<file path="src/rtl/io_uart_tx.sv">
// Byte-wide 8N1 UART transmitter behind the processor's parallel IO write port, with a write FIFO.
// Build option: define UART_TX_IRQ_EN to include the FIFO-empty interrupt (irq_o tied low otherwise).
module io_uart_tx #(
    parameter int unsigned CLKS_PER_BIT = 104,
    parameter int unsigned FIFO_DEPTH   = 8,
    parameter logic [7:0]  BASE_ADDR    = 8'h00
) (
    input  logic                        clk_i,
    input  logic                        reset_ni,
    input  logic                        io_wr,
    input  logic [7:0]                  io_addr,
    input  logic [7:0]                  data_out,
    output logic                        tx_o,
    output logic                        busy_o,
    output logic                        irq_o,
    output logic                        overflow_o,
    output logic [$clog2(FIFO_DEPTH):0] fifo_count_o
);

    localparam int unsigned AW = $clog2(FIFO_DEPTH);
    localparam int unsigned CW = AW + 1;
    localparam int unsigned BW = $clog2(CLKS_PER_BIT);
    localparam logic [7:0]  CTRL_ADDR = BASE_ADDR + 8'd1;

    typedef enum logic [1:0] {S_IDLE, S_START, S_DATA, S_STOP} state_e;

    logic          wr_q;
    logic [7:0]    addr_q, data_q;
    logic          commit, data_wr, ctrl_wr, flush, ovf_clr;
    logic          push, pop, full, drop;
    logic [7:0]    mem_q [FIFO_DEPTH];
    logic [AW-1:0] wptr_q, wptr_d, rptr_q, rptr_d;
    logic [CW-1:0] count_q, count_d;
    logic          ovf_q;
    state_e        state_q;
    logic          tx_q;
    logic [BW-1:0] baud_q;
    logic [2:0]    bit_q;
    logic [7:0]    sh_q;
    logic          baud_last;

    always_ff @(posedge clk_i or negedge reset_ni) begin
        if (!reset_ni) begin
            wr_q   <= 1'b1;
            addr_q <= '0;
            data_q <= '0;
        end else begin
            wr_q <= io_wr;
            if (!io_wr) begin
                addr_q <= io_addr;
                data_q <= data_out;
            end
        end
    end

    // One commit per low pulse: the strobe's rising edge, using the last captured values.
    assign commit  = !wr_q && io_wr;
    assign data_wr = commit && (addr_q == BASE_ADDR);
    assign ctrl_wr = commit && (addr_q == CTRL_ADDR);
    assign flush   = ctrl_wr && data_q[1];
    assign ovf_clr = ctrl_wr && data_q[2];

    assign full = (count_q == CW'(FIFO_DEPTH));
    assign pop  = (state_q == S_IDLE) && (count_q != '0) && !flush;
    assign push = data_wr && (!full || pop);
    assign drop = data_wr && !push;

    always_comb begin
        wptr_d  = wptr_q;
        rptr_d  = rptr_q;
        count_d = count_q;
        if (flush) begin
            rptr_d  = wptr_q;
            count_d = '0;
        end else begin
            if (push) wptr_d = wptr_q + AW'(1);
            if (pop)  rptr_d = rptr_q + AW'(1);
            if (push && !pop)      count_d = count_q + CW'(1);
            else if (pop && !push) count_d = count_q - CW'(1);
        end
    end

    always_ff @(posedge clk_i or negedge reset_ni) begin
        if (!reset_ni) begin
            wptr_q  <= '0;
            rptr_q  <= '0;
            count_q <= '0;
            ovf_q   <= 1'b0;
        end else begin
            wptr_q  <= wptr_d;
            rptr_q  <= rptr_d;
            count_q <= count_d;
            if (ovf_clr)   ovf_q <= 1'b0;
            else if (drop) ovf_q <= 1'b1;
        end
    end

    always_ff @(posedge clk_i) begin
        if (push) mem_q[wptr_q] <= data_q;
    end

    assign baud_last = (baud_q == BW'(CLKS_PER_BIT - 1));

    always_ff @(posedge clk_i or negedge reset_ni) begin
        if (!reset_ni) begin
            state_q <= S_IDLE;
            tx_q    <= 1'b1;
            baud_q  <= '0;
            bit_q   <= '0;
            sh_q    <= '0;
        end else begin
            case (state_q)
                S_IDLE: begin
                    tx_q   <= 1'b1;
                    baud_q <= '0;
                    if (pop) begin
                        sh_q    <= mem_q[rptr_q];
                        tx_q    <= 1'b0;
                        state_q <= S_START;
                    end
                end
                S_START: begin
                    if (baud_last) begin
                        baud_q  <= '0;
                        bit_q   <= '0;
                        tx_q    <= sh_q[0];
                        sh_q    <= sh_q >> 1;
                        state_q <= S_DATA;
                    end else begin
                        baud_q <= baud_q + BW'(1);
                    end
                end
                S_DATA: begin
                    if (baud_last) begin
                        baud_q <= '0;
                        if (bit_q == 3'd7) begin
                            tx_q    <= 1'b1;
                            state_q <= S_STOP;
                        end else begin
                            bit_q <= bit_q + 3'd1;
                            tx_q  <= sh_q[0];
                            sh_q  <= sh_q >> 1;
                        end
                    end else begin
                        baud_q <= baud_q + BW'(1);
                    end
                end
                S_STOP: begin
                    if (baud_last) begin
                        baud_q  <= '0;
                        state_q <= S_IDLE;
                    end else begin
                        baud_q <= baud_q + BW'(1);
                    end
                end
            endcase
        end
    end

`ifdef UART_TX_IRQ_EN
    logic irq_en_q, irq_q;

    always_ff @(posedge clk_i or negedge reset_ni) begin
        if (!reset_ni) begin
            irq_en_q <= 1'b0;
            irq_q    <= 1'b0;
        end else begin
            if (ctrl_wr) irq_en_q <= data_q[0];
            irq_q <= irq_en_q && (state_q == S_IDLE) && (count_q == '0);
        end
    end

    assign irq_o = irq_q;
`else
    assign irq_o = 1'b0;
`endif

    assign tx_o         = tx_q;
    assign busy_o       = (state_q != S_IDLE) || (count_q != '0);
    assign overflow_o   = ovf_q;
    assign fifo_count_o = count_q;

endmodule
</file>
<file path="config.mk">
export PLATFORM = sky130hd
export DESIGN_NAME = io_uart_tx
export DESIGN_NICKNAME = d
export VERILOG_FILES = /design/src/rtl/io_uart_tx.sv
export SDC_FILE = /design/constraint.sdc
export NUM_CORES = 1
export LEC_CHECK = 0
export ABC_AREA = 0
export CAP_MARGIN = 5
export CORE_MARGIN = 2
export CORE_UTILIZATION = 54
export DETAILED_ROUTE_END_ITERATION = 16
export GPL_TIMING_DRIVEN = 1
export HOLD_SLACK_MARGIN = 0.08
export PLACE_DENSITY = 0.76
export SLEW_MARGIN = 15
export SYNTH_ARGS = -nofsm -noshare
export SYNTH_HDL_FRONTEND = slang
export SYNTH_SLANG_ARGS = --single-unit
</file>
<file path="constraint.sdc">
create_clock -name clk_i -period 2.3 [get_ports clk_i]
set_input_delay 0.23 -clock clk_i [delete_from_list [all_inputs] [get_ports clk_i]]
set_output_delay 0.23 -clock clk_i [all_outputs]
set_load 0.1 [all_outputs]
</file>
==> run_results.csv <==
group,metric,value,unit
status,outcome,"complete, but fails checks",
status,violations,"negative setup slack",
floorplan,die_y,100,microns
sta,finalHoldViolCount,0,
placed_design,globalplace.congestion,0.850,
global_route,first_global_vias,3227,
setup_path,arrival,2.77,ns
routing,ant_nets,0,
setup_path,critPathKind,"flip-flop to flip-flop",
yosys,mappedNetlistArea,4990,sq um
global_route,grt_usage,0.225,
floorplan,die_w,100,microns
cells_and_area,ff_latch_area,3160,sq um
sta,finalMaxSlewViolations,0,
floorplan,fp.coreArea,9110,sq um
cells_and_area,drive_gt1_frac,0.372,
routing,drc,0,
yosys,synth-main-ff-cell,"edfxtp_1",
routing,wl_met3,538,microns
cells_and_area,layout_commonest_cell,"edfxtp_1",
placed_design,place_inst,487,
clock_network,cts_tree,"yes",
yosys,async_flop_share,0.434,
routing,wl_met2,5540,microns
global_route,grt-ovfl-total,0,
routing,vias,3054,
clock_network,numClockSinks,113,
power,power_density,1280,nW/um^2
yosys,syn-mean-instance-area,15.2,sq um
cells_and_area,diodes,0,
routing,maxUsedRoutingLayer,"met4",
cells_and_area,multi_input_area,1840,sq um
floorplan,dieArea,10000,sq um
sta,finalSetupTns,-0.0855,ns
min_path,hold_path.class,"primary input to asynchronous set/reset pin",
yosys,ys_seq_elements,113,
sta,fmax,426,MHz
yosys,yosys.area.top_type,"edfxtp_1",
yosys,synth_area_leaders,"edfxtp_1 39%, dfrtp_1 24%, mux4_2 7.2%",
routing,vias_per_cell,5.78,
yosys,ys_seq_area_frac,0.631,
job,cap_violations,0,
sta,setup_violations,2,
setup_path,crit_required,2.72,ns
floorplan,io_pins,27,
sta,skew,0.0124,ns
placed_design,post-dp-hpwl,6320,microns
yosys,synth_top_area_frac,0.385,
cells_and_area,instances_no_fill,528,
setup_path,start_kind,"flip-flop",
routing,drtIter0Drc,178,
routing,drt-pass1-iter-count,4,
sta,whs,0.269,ns
cells_and_area,layout_common_cells,"64 x edfxtp_1, 44 x buf_4, 43 x dfrtp_1",
yosys,syn_nets,361,
floorplan,rows,35,
setup_path,end_kind,"flip-flop",
clock_network,root_buffer,"clkbuf_8",
clock_network,tritoncts.num_buffers,17,
clock_network,clk_latency,0.51,ns
clock_network,cts.path.max_buffers,2,
power,power.leakage,2.50,nW
yosys,syn_inst,329,
cells_and_area,final_nets,436,
sta,slew_headroom,0.617,
cells_and_area,final_util,0.703,
sta,rsz0062_at_grt,"true",
routing,drt_wl_total,10400,microns
routing,avgRoutedWirePerCell,19.7,microns
sta,worstMarginPinSlew,0.575,ns
sta,fin_ws,-0.0474,ns
setup_path,worstPathMaxFanout,5,
sta,post-route-period-util,1.02,
yosys,synth_edf_count,64,
placed_design,port_buffers,25,
sta,period_needed,2.35,ns
power,ir_drop,0.705,mV
cells_and_area,syn_to_final_growth,28.3,%
clock_network,cts_max_level,4,
clock_network,clk_pin_slew,0.06,ns
global_route,grt_pass1_wl,16600,microns
global_route,grt_max_degree,22,
floorplan,initial_core_util,0.548,
yosys,synth.distinct_cells,55,
global_route,antenna_found_initial,0,
routing,met1_length,4160,microns
cells_and_area,num-fill-cells,554,
yosys,yosys_warnings,0,
path summary, 6_finish.rpt:
| check | cells after the start | start | to | slack [ns] |
|---|---|---|---|---|
| max | 10 | fifo_count_o[0] | fifo_count_o[3] | -0.05 |
| min | 2 | reset_ni | data_q[3] | 0.27 |
| max reg2reg | 10 | fifo_count_o[0] | fifo_count_o[3] | -0.05 |
| min reg2reg | 1 | baud_q[0] | baud_q[0] | 0.47 |
| max in group asynchronous | 3 | reset_ni | wr_q | 1.32 |
| min in group clk_i | 2 | io_addr[6] | addr_q[6] | 0.32 |
metal layers:
| metal | track usage | up-vias |
|---|---|---|
| met1 | 0.275 | 1563 |
| met3 | 0.0627 | 13 |
| met5 | 0 | - |
| met4 | 0.0875 | 0 |
| li1 | - | 1396 |
| met2 | 0.383 | 82 |
synth_stat cells, drive strengths merged, types with 7 or more instances:
| cell type | instances |
|---|---|
| a21oi | 7 |
| nor3 | 8 |
| o21ai | 15 |
| ha | 12 |
| mux4 | 16 |
| nand2 | 17 |
| mux2 | 27 |
| inv | 9 |
| nor2 | 25 |
| dfrtp | 47 |
| mux2i | 10 |
| buf | 8 |
| edfxtp | 64 |
per-stage QoR:
| step | area, sq um | power [mW] | setup slack (ns) |
|---|---|---|---|
| final | 6400 | 8.18 | -0.0474 |
| after detailed placement | 5610 | 5.23 | -0.134 |
| after CTS | 6350 | 8.12 | -0.0520 |
| after global placement | 5610 | 5.15 | 0.0298 |
| after global routing | 6400 | 8.56 | -0.119 |
| after floorplan | 5020 | 4.58 | -0.301 |
what timing repair did:
item,in CTS,in global routing
hold buffers,1,0
hold endpoints to repair,18,0
pin swaps,9,6
buffers inserted,6,2
endpoints found under the setup margin,10,71
resized for setup,16,6
final cells by class:
class,instances,share of cell area
Sequential cell,113,0.494
Multi-Input combinational cell,194,0.288
Timing Repair Buffer,69,0.0965
Clock buffer,20,0.0664
Clock inverter,12,0.0285
Tap cell,111,0.0217
Inverter,9,0.00528
power by group:
part	leakage [nW]	switching, mW	internal [mW]
combinational	1.04	1.47	1.32
clock	0.288	0.930	1.77
sequential	1.17	0.271	2.43
total	2.50	2.67	5.52
state kept, by name, indices dropped and copies added, names as in the netlist:
signal and count:
tx_o 1, bit_q 3, mem_q 64, baud_q 7
rptr_q 3, overflow_o 1, fifo_count_o 4, addr_q 8
wptr_q 3, wr_q 1, data_q 8, sh_q 8
state_q 2
worst max-delay path: stages, from the launching register on:
cell and delay, ns:
dfrtp_4 0.50, or4b_4 0.56, nand2_4 0.09, nor2_4 0.04, inv_2 0.08, ha_4 0.19
a21o_1 0.20, a21oi_4 0.18, and3_1 0.19, o21bai_1 0.08, a31oi_1 0.14
cells by family (layout without fill, tap and decap cells):
logic type      Yosys count  in the layout  synth area share
compound gates           41             41            0.0619
fa+ha+maj                13             13            0.0341
other cells               1              1          0.000752
xor+xnor                 10             10            0.0176
flops                   113            113             0.631
simple gates             76             76            0.0790
buf+inv                  22            110            0.0221
mux                      53             53             0.153
Note: power is estimated with default switching activity, not from simulation.
